===== config.mk =====
export PLATFORM = sky130hd
export DESIGN_NAME = regfile_access_ctrl
export DESIGN_NICKNAME = d
export VERILOG_FILES = /design/src/rtl/regfile_pkg.sv /design/src/rtl/regfile_cmd_fifo.sv /design/src/rtl/regfile_access_ctrl.sv
export SDC_FILE = /design/constraint.sdc
export NUM_CORES = 1
export LEC_CHECK = 0
export CORE_UTILIZATION = 53
export DETAILED_ROUTE_END_ITERATION = 8
export GPL_TIMING_DRIVEN = 1
export PLACE_DENSITY = 0.79
export SLEW_MARGIN = 5
export SYNTH_ARGS = -nofsm -noshare
export SYNTH_HDL_FRONTEND = slang
export SYNTH_SLANG_ARGS = --single-unit

===== constraint.sdc =====
create_clock -name CLK -period 3.4 [get_ports CLK]
set_clock_uncertainty 0.2 [all_clocks]
set_input_delay 0.68 -clock CLK [delete_from_list [all_inputs] [get_ports CLK]]
set_output_delay 0.68 -clock CLK [all_outputs]
set_load 0.01 [all_outputs]

===== src/rtl/regfile_pkg.sv =====
// Shared definitions for the register-file access controller: default
// widths, FSM state encoding and command-record layout.
package regfile_pkg;

   localparam int DATA_W_DEF     = 16;
   localparam int ADDR_W_DEF     = 3;
   localparam int FIFO_DEPTH_DEF = 4;

   // Command record is {wr, addr, data}, wr in the MSB.
   localparam int CMD_WR_W = 1;

   typedef enum logic [2:0] {
      ST_IDLE     = 3'd0,
      ST_ISSUE_WR = 3'd1,
      ST_ISSUE_RD = 3'd2,
      ST_CAPTURE  = 3'd3,
      ST_RESP     = 3'd4
   } state_t;

   // Total width of one queued command record.
   function automatic int cmd_width(input int data_w, input int addr_w);
      return CMD_WR_W + addr_w + data_w;
   endfunction

endpackage


===== src/rtl/regfile_cmd_fifo.sv =====
// Command queue: power-of-two depth, pointers carry one extra wrap bit so
// full and empty are told apart without an occupancy counter.
module regfile_cmd_fifo #(
   parameter int WIDTH = 20,
   parameter int DEPTH = 4
) (
   input  logic             i_clk,
   input  logic             i_rst_n,
   input  logic             i_push,
   input  logic [WIDTH-1:0] i_push_data,
   input  logic             i_pop,
   output logic [WIDTH-1:0] o_pop_data,
   output logic             o_full,
   output logic             o_empty
);

   localparam int PTR_W = $clog2(DEPTH);
   localparam logic [PTR_W:0] PTR_ONE = {{PTR_W{1'b0}}, 1'b1};

   logic [PTR_W:0]   r_wr_ptr;
   logic [PTR_W:0]   r_rd_ptr;
   logic [WIDTH-1:0] r_mem [DEPTH];
   logic             w_push;
   logic             w_pop;

   // A push while full or a pop while empty is dropped here, so callers may
   // present raw requests.
   assign w_push     = i_push && !o_full;
   assign w_pop      = i_pop && !o_empty;
   assign o_empty    = (r_wr_ptr == r_rd_ptr);
   assign o_full     = (r_wr_ptr[PTR_W] != r_rd_ptr[PTR_W]) &&
                       (r_wr_ptr[PTR_W-1:0] == r_rd_ptr[PTR_W-1:0]);
   assign o_pop_data = r_mem[r_rd_ptr[PTR_W-1:0]];

   // Pointer update; wrap is implicit in the PTR_W+1 bit arithmetic.
   always_ff @(posedge i_clk or negedge i_rst_n) begin
      if (!i_rst_n) begin
         r_wr_ptr <= '0;
         r_rd_ptr <= '0;
      end else begin
         if (w_push) r_wr_ptr <= r_wr_ptr + PTR_ONE;
         if (w_pop)  r_rd_ptr <= r_rd_ptr + PTR_ONE;
      end
   end

   // Storage needs no reset: entries are unreachable once the pointers clear.
   always_ff @(posedge i_clk) begin
      if (w_push) r_mem[r_wr_ptr[PTR_W-1:0]] <= i_push_data;
   end

endmodule


===== src/rtl/regfile_access_ctrl.sv =====
// Register-file access controller. Commands are queued, then executed one
// at a time in acceptance order; reads hold their response until taken.
//
// Handshakes: a transfer happens on a rising edge where valid && ready.
// Valid, once raised by a producer, stays high with stable payload until
// the transfer; ready may change freely and never depends on valid.
module regfile_access_ctrl
   import regfile_pkg::*;
#(
   parameter int DATA_W     = DATA_W_DEF,
   parameter int ADDR_W     = ADDR_W_DEF,
   parameter int FIFO_DEPTH = FIFO_DEPTH_DEF
) (
   input  logic              CLK,
   input  logic              RST,
   input  logic              Req_Valid,
   output logic              Req_Ready,
   input  logic              Req_Wr,
   input  logic [ADDR_W-1:0] Req_Addr,
   input  logic [DATA_W-1:0] Req_Data,
   output logic              Rsp_Valid,
   input  logic              Rsp_Ready,
   output logic [DATA_W-1:0] Rsp_Data,
   output logic              RF_WrEn,
   output logic              RF_RdEn,
   output logic [ADDR_W-1:0] RF_Address,
   output logic [DATA_W-1:0] RF_WrData,
   input  logic [DATA_W-1:0] RF_RdData,
   output logic              Busy,
   output logic [2:0]        o_dbg_state
);

   localparam int CMD_W = cmd_width(DATA_W, ADDR_W);

   state_t            r_state;
   logic              r_cap_wait;
   logic              r_rsp_valid;
   logic [DATA_W-1:0] r_rsp_data;
   logic              r_rf_wren;
   logic              r_rf_rden;
   logic [ADDR_W-1:0] r_rf_address;
   logic [DATA_W-1:0] r_rf_wrdata;

   logic [CMD_W-1:0]  w_push_data;
   logic [CMD_W-1:0]  w_head;
   logic              w_full;
   logic              w_empty;
   logic              w_pop;
   logic              w_head_wr;
   logic [ADDR_W-1:0] w_head_addr;
   logic [DATA_W-1:0] w_head_data;

   assign w_push_data = {Req_Wr, Req_Addr, Req_Data};
   assign w_head_wr   = w_head[CMD_W-1];
   assign w_head_addr = w_head[DATA_W +: ADDR_W];
   assign w_head_data = w_head[DATA_W-1:0];

   // Only IDLE consumes; a fresh push into an empty queue is seen next cycle.
   assign w_pop = (r_state == ST_IDLE) && !w_empty;

   regfile_cmd_fifo #(
      .WIDTH (CMD_W),
      .DEPTH (FIFO_DEPTH)
   ) u_cmd_fifo (
      .i_clk       (CLK),
      .i_rst_n     (RST),
      .i_push      (Req_Valid),
      .i_push_data (w_push_data),
      .i_pop       (w_pop),
      .o_pop_data  (w_head),
      .o_full      (w_full),
      .o_empty     (w_empty)
   );

   assign Req_Ready   = !w_full;
   assign Busy        = !w_empty || (r_state != ST_IDLE);
   assign Rsp_Valid   = r_rsp_valid;
   assign Rsp_Data    = r_rsp_data;
   assign RF_WrEn     = r_rf_wren;
   assign RF_RdEn     = r_rf_rden;
   assign RF_Address  = r_rf_address;
   assign RF_WrData   = r_rf_wrdata;
   assign o_dbg_state = r_state;

   // Command FSM with registered RF and response outputs.
   always_ff @(posedge CLK or negedge RST) begin
      if (!RST) begin
         r_state      <= ST_IDLE;
         r_cap_wait   <= 1'b0;
         r_rsp_valid  <= 1'b0;
         r_rsp_data   <= '0;
         r_rf_wren    <= 1'b0;
         r_rf_rden    <= 1'b0;
         r_rf_address <= '0;
         r_rf_wrdata  <= '0;
      end else begin
         case (r_state)
            ST_IDLE: begin
               if (!w_empty) begin
                  r_rf_address <= w_head_addr;
                  r_rf_wrdata  <= w_head_data;
                  if (w_head_wr) begin
                     r_rf_wren <= 1'b1;
                     r_state   <= ST_ISSUE_WR;
                  end else begin
                     r_rf_rden <= 1'b1;
                     r_state   <= ST_ISSUE_RD;
                  end
               end
            end
            ST_ISSUE_WR: begin
               r_rf_wren <= 1'b0;
               r_state   <= ST_IDLE;
            end
            ST_ISSUE_RD: begin
               r_rf_rden  <= 1'b0;
               r_cap_wait <= 1'b1;
               r_state    <= ST_CAPTURE;
            end
            ST_CAPTURE: begin
               // First cycle lets the RF output register settle after the
               // RdEn edge; the second cycle takes the data.
               if (r_cap_wait) begin
                  r_cap_wait <= 1'b0;
               end else begin
                  r_rsp_data  <= RF_RdData;
                  r_rsp_valid <= 1'b1;
                  r_state     <= ST_RESP;
               end
            end
            ST_RESP: begin
               if (Rsp_Ready) begin
                  r_rsp_valid <= 1'b0;
                  r_state     <= ST_IDLE;
               end
            end
            default: r_state <= ST_IDLE;
         endcase
      end
   end

endmodule


==> flow_summary.yaml, run 1 <==
cts:
  h-tree-depth: 4
  clockBufferDepth: 2
  cts_setup_buffers: 0
  numClockSinks: 128
  clkLatencyLatePin_ns: 0.51
  cts_tree: "built"
  root_buffer: "clkbuf_8"
  numCtsBuffers: 17
  path_clk_slew_ns: 0.05
synthesis:
  synth-seq-cells: 128
  avgSynthCellArea_um2: 20.2
  synth.most_common_cell: "edfxtp_1"
  synth_cell_type_count: 31
  synth_ff_type: "edfxtp_1"
  synthArstFlopShare: 0.375
  yosysTopAreaCell: "edfxtp_1"
  synthesis.area_mm2: 0.00503
  synth_edf_count: 80
  synth_commonest_cells: "80 x edfxtp_1, 48 x dfrtp_1, 20 x mux4_2"
  syn_inst: 249
  yosysTopAreaCellShare: 0.478
  syn_nets: 294
  yosysWarnings: 0
  synth_area_leaders: "edfxtp_1 48%, dfrtp_1 24%, mux4_2 9.0%"
  yosysSeqAreaShare: 0.717
route:
  drc: 0
  via_per_inst: 5.52
  wl_um: 9370
  wl_per_cell_um: 19.8
  ant_nets: 0
  dr.first_iter.drc_count: 113
  dr.pass1.iters: 4
  vias: 2611
sta:
  fin_crit_sh: 0.921
  setup_viol: 0
  hold_viol_final: 0
  finalMaxSlewViolations: 0
  min_period_ns: 3.13
  whs_ns: 0.300
  maxSlewHeadroom: 0.591
  fmaxAchievable_mhz: 319
  tightest_slew_ns: 0.609
  rsz0062_at_grt: "false"
  tns_ns: 0
global_route:
  grt_pass1_wl_um: 14900
  grt.overflow.total: 0
  antenna_found_initial: 0
  grt_max_degree: 29
  grt_pass1_vias: 2818
  grt_usage: 0.210
setup_path:
  worst-r2r-setup-slack_ns: 1.06
  cp.required_ns: 2.52
  critical_path_class: "register to output pin"
  endpoint: "Req_Ready"
  path_delay_family: "XOR/XNOR gates"
  critical-path-slowest-cell: "xnor2_1"
  crit_fanout: 7
  critical_path.max_stage_delay_ns: 0.57
  crit_chain: "xnor2_1, nand3_1, clkdlybuf4s50_1"
  reg2reg_to: "RF_Address[2]"
  r2r_start: "u_cmd_fifo.r_rd_ptr[1]"
  ff2ff_path_depth: 4
  critPathArrivalTime_ns: 2.25
  start_kind: "register"
  cp_num_buf_inv: 1
  cp.depth: 3
  end_kind: "output pin"
  crit_path_start: "u_cmd_fifo.r_rd_ptr[1]"
place:
  place_congestion: 0.826
  io_buffers: 82
  post-dp-hpwl_um: 5770
final_layout:
  antennaDiodeCount: 0
  drive_gt1_frac: 0.287
  fin_nets: 394
  fill_cells: 582
  syn_to_final_growth_pct: 31.7
die:
  fp-row-count: 35
  coreArea_mm2: 0.00920
  dieArea_mm2: 0.00988
  fp.dieW_um: 99.4
  pin_count: 83
  initial_core_util: 0.547
  die_y_um: 99.4
power_and_ir_drop:
  p_per_area_mw_per_mm2: 1040
  ir_drop_mv: 0.504
  p_leak_uw: 0.00248
min_path:
  min_path_type: "register to register"
outcome:
  status: "finished clean"
run:
  maxCapViolCount: 0
[power breakdown]
part           internal, uW  total, uW  switching (uW)
sequential             2200       2480             278
combinational          1430       2520            1090
clock                  1210       1850             645
[cell families after synthesis]
kind of cell / count (synthesis) / share of synthesized area
DFF: 128 / 0.717
muxes: 57 / 0.187
xor gates and xnor gates: 10 / 0.0174
adders and majority gates: 5 / 0.0124
and+or+nand+nor: 15 / 0.0182
AOI/OAI and AO/OA: 17 / 0.0274
buffers and inverters: 17 / 0.0212
[per-layer routing]
layer  track usage  wire length (um)
met5             0                 0
met2         0.356              4730
met3        0.0618               526
met1         0.259              4000
met4        0.0701               106
[repair_timing]
item | in CTS | in global routing
endpoints found under the hold margin | 20 | 0
hold buffers | 1 | 0
resized for setup | 0 | 0
setup endpoints to repair | 0 | 0
[stage by stage]
step | area [um2] | power, uW | utilization | std cells | setup slack (ns)
2_1_floorplan | 5030 | 4070 | - | 249 | 0.829
3_3_place_gp | 5990 | 4950 | 0.652 | 440 | 0.862
3_5_place_dp | 5990 | 5020 | 0.652 | 440 | 0.823
4_1_cts | 6620 | 6940 | 0.720 | 473 | 0.245
5_1_grt | 6620 | 7190 | 0.720 | 473 | 0.199
6_report | 6620 | 6860 | 0.720 | 473 | 0.267
[worst min path at each step]
| stage | endpoint | from | slack [ns] | cells after the start |
|---|---|---|---|---|
| 2_1_floorplan | RF_Address[0] | RST | 0.18 | 0 |
| 3_3_place_gp | r_cap_wait | r_cap_wait | 0.28 | 2 |
| 3_5_place_dp | RF_WrData[2] | RF_WrData[2] | 0.29 | 1 |
| 4_1_cts | Rsp_Data[4] | Rsp_Data[4] | 0.31 | 1 |
| 5_1_grt | RF_WrData[10] | RF_WrData[10] | 0.32 | 1 |
| 6_report | Rsp_Data[4] | Rsp_Data[4] | 0.30 | 1 |
[cell usage in the layout, fill, tap and decap left out, drive strengths merged, types with 5 or more instances in the layout]
master | netlist | layout
xor2 | 6 | 6
dfrtp | 48 | 48
edfxtp | 80 | 80
mux2 | 37 | 37
inv | 6 | 7
ha | 5 | 5
clkinv | 0 | 7
buf | 9 | 10
clkbuf | 2 | 18
mux4 | 20 | 20
clkdlybuf4s50 | 0 | 81
[sequential cells by signal, summed over array words and instances, names as in the netlist]
name                 cells
Rsp_Valid                1
u_cmd_fifo.r_mem        80
RF_Address               3
u_cmd_fifo.r_rd_ptr      3
u_cmd_fifo.r_wr_ptr      3
r_cap_wait               1
RF_WrEn                  1
RF_RdEn                  1
RF_WrData               16
o_dbg_state              3
Rsp_Data                16
[layout make-up]
class                           instances  area [um2]  share of cell area
Tap cell                              111         139              0.0210
Clock buffer                           18         428              0.0646
Inverter                                6        22.5             0.00340
Multi-Input combinational cell        104        1330               0.201
Sequential cell                       128        3600               0.544
Clock inverter                         14         189              0.0285
Timing Repair Buffer                   92         906               0.137
No activity file was read; power rests on OpenSTA's default activity.
==> inputs of run 2 (changes only) <==
==> constraint.sdc (replaced) <==
create_clock -name CLK -period 3.2 [get_ports CLK]
set_clock_uncertainty 0.2 [all_clocks]
set_input_delay 0.64 -clock CLK [delete_from_list [all_inputs] [get_ports CLK]]
set_output_delay 0.64 -clock CLK [all_outputs]
set_load 0.01 [all_outputs]
==> run 2 against run 1 <==
Largest power group unchanged. Flip-flop and latch count unchanged. Register-to-register slack lost 0.19 ns. Design area down 1.0%. Final cell count shrank 0.42%. First-iteration DRC count grew 1.8%. Count of clock-buffer cells in the layout up 5. Non-clock buffer count fell by 2. Combinational power is 5% higher. Sequential share of layout area up 0.57 points. Power increased by 3.3%.
==> flow_summary.yaml, run 2 (synthesis results as in run 1) <==
cts:
  clkLatencyLatePin_ns: 0.51
  hold_buffers: 0
  cts-resized-gates: 0
  cts_tree: "built"
  cts_setup_buffers: 0
  numClockSinks: 128
  path_clk_slew_ns: 0.06
  h-tree-depth: 4
  numCtsBuffers: 17
  clockBufferDepth: 2
  root_buffer: "clkbuf_8"
power_and_ir_drop:
  p_per_area_mw_per_mm2: 1080
  internal-power_uw: 4970
  pwr-share-clk: 0.254
  p_seq_frac: 0.371
  comb_power_share: 0.374
  p_sw_frac: 0.298
  power.switching_uw: 2110
  ir_drop_mv: 0.717
  p_leak_uw: 0.00246
setup_path:
  cp.required_ns: 2.36
  crit_chain: "xor2_1, nor3_1, nand2_1, clkdlybuf4s50_1"
  critPathArrivalTime_ns: 2.26
  critical-path-slowest-cell: "clkdlybuf4s50_1"
  ff2ff_path_depth: 4
  critical_path_class: "register to output pin"
  crit_path_start: "u_cmd_fifo.r_rd_ptr[1]"
  worst-r2r-setup-slack_ns: 0.87
  path_delay_family: "simple AND/OR/NAND/NOR gates"
  crit_fanout: 6
  cp_num_buf_inv: 1
  reg2reg_to: "RF_WrData[10]"
  r2r_start: "o_dbg_state[2]"
  start_kind: "register"
  end_kind: "output pin"
  critical_path.max_stage_delay_ns: 0.50
global_route:
  grt_usage: 0.203
  grt_pass1_vias: 2735
  antenna_found_initial: 0
  grt_pass1_wl_um: 14300
  grt_max_degree: 49
  grt.overflow.total: 0
die:
  fp.dieW_um: 99.4
  pin_count: 83
  coreArea_mm2: 0.00920
  fp-row-count: 35
  dieArea_mm2: 0.00988
  initial_core_util: 0.547
  die_y_um: 99.4
final_layout:
  antennaDiodeCount: 0
  final_common_cell: "clkdlybuf4s50_1"
  multi_input_area_mm2: 0.00133
  drive_gt1_frac: 0.283
  largest_register_ffs: 80
  fill_cells: 583
  syn_to_final_growth_pct: 30.3
  fin_nets: 392
  seq_area_mm2: 0.00360
  final_cell_mix: "81 x clkdlybuf4s50_1, 80 x edfxtp_1, 47 x dfrtp_1"
  stdcell_count: 471
sta:
  finalMaxSlewViolations: 0
  tns_ns: 0
  fin_crit_sh: 0.967
  rsz0062_at_grt: "false"
  maxSlewHeadroom: 0.576
  fin_ws_ns: 0.104
  hold_viol_final: 0
  min_period_ns: 3.10
  tightest_slew_ns: 0.632
  setup_viol: 0
  fmaxAchievable_mhz: 323
route:
  wl_met2_um: 4440
  dr.first_iter.drc_count: 115
  drc: 0
  wl_per_cell_um: 19.3
  wl_met3_um: 489
  wl_um: 9110
  ant_nets: 0
  top_layer: "met4"
  vias: 2591
  dr.pass1.iters: 4
  drt-met1-wl_um: 4060
  via_per_inst: 5.50
place:
  detailedPlace.worstSlack_ns: 0.686
  post-dp-hpwl_um: 5480
  dp_cells: 439
  place_congestion: 0.816
  io_buffers: 82
run:
  maxCapViolCount: 0
min_path:
  min_path_type: "primary input to asynchronous set/reset pin"
outcome:
  status: "finished clean"
[run 2: how the worst max path moves through the flow]
stage / endpoint / slack [ns] / cells past startpoint
floorplan: u_cmd_fifo.r_mem[3][0] / 0.63 / 3
global placement: u_cmd_fifo.r_mem[0][3] / 0.72 / 4
detailed placement: Busy / 0.69 / 4
CTS: Busy / 0.06 / 4
global route: Busy / 0.02 / 4
finish: Busy / 0.10 / 4
[run 2: area by class of cell]
cell class / instances / share of cell area
Multi-Input combinational cell: 104 / 0.203
Timing Repair Buffer: 90 / 0.136
Inverter: 6 / 0.00344
Clock buffer: 23 / 0.0745
Clock inverter: 9 / 0.0118
Tap cell: 111 / 0.0212
Sequential cell: 128 / 0.550
[run 2: layer usage]
| metal | vias to the layer above | track usage |
|---|---|---|
| li1 | 1166 | - |
| met1 | 1324 | 0.257 |
| met2 | 91 | 0.329 |
| met3 | 10 | 0.0647 |
| met4 | 0 | 0.0826 |
| met5 | - | 0 |
[run 2: power by group through the flow]
stage | clock, uW | combinational, uW | sequential, uW
after floorplan | 0 | 1630 | 2700
after global placement | 0 | 2620 | 2620
after detailed placement | 0 | 2650 | 2650
after CTS | 1830 | 2690 | 2640
after global routing | 1910 | 2830 | 2690
final | 1800 | 2650 | 2630
[run 2: metrics by stage]
stage          area, um2  utilization  hold slack, ns  power [uW]
6_report            6550        0.713          0.0431        7080
5_1_grt             6550        0.713          0.0841        7430
4_1_cts             6550        0.713          0.0427        7160
3_5_place_dp        5990        0.651           0.295        5310
3_3_place_gp        5990        0.651           0.285        5240
2_1_floorplan       5030            -           0.144        4330
[run 2: worst register-to-register path, cell delays in order, from the launching register on]
cell and delay (ns):
dfrtp_1 0.47, or3_4 0.45, a31oi_4 0.51, buf_12 0.25
mux2_4 0.33
==> inputs of run 3 (changes only) <==
--- a/config.mk
+++ b/config.mk
@@ -9,7 +9,7 @@
 export DETAILED_ROUTE_END_ITERATION = 8
 export GPL_TIMING_DRIVEN = 1
 export PLACE_DENSITY = 0.79
-export SLEW_MARGIN = 5
+export SLEW_MARGIN = 20
 export SYNTH_ARGS = -nofsm -noshare
 export SYNTH_HDL_FRONTEND = slang
 export SYNTH_SLANG_ARGS = --single-unit
==> results of run 3 <==
Same layout as run 2: the final DEF is identical, and so are final timing and power.
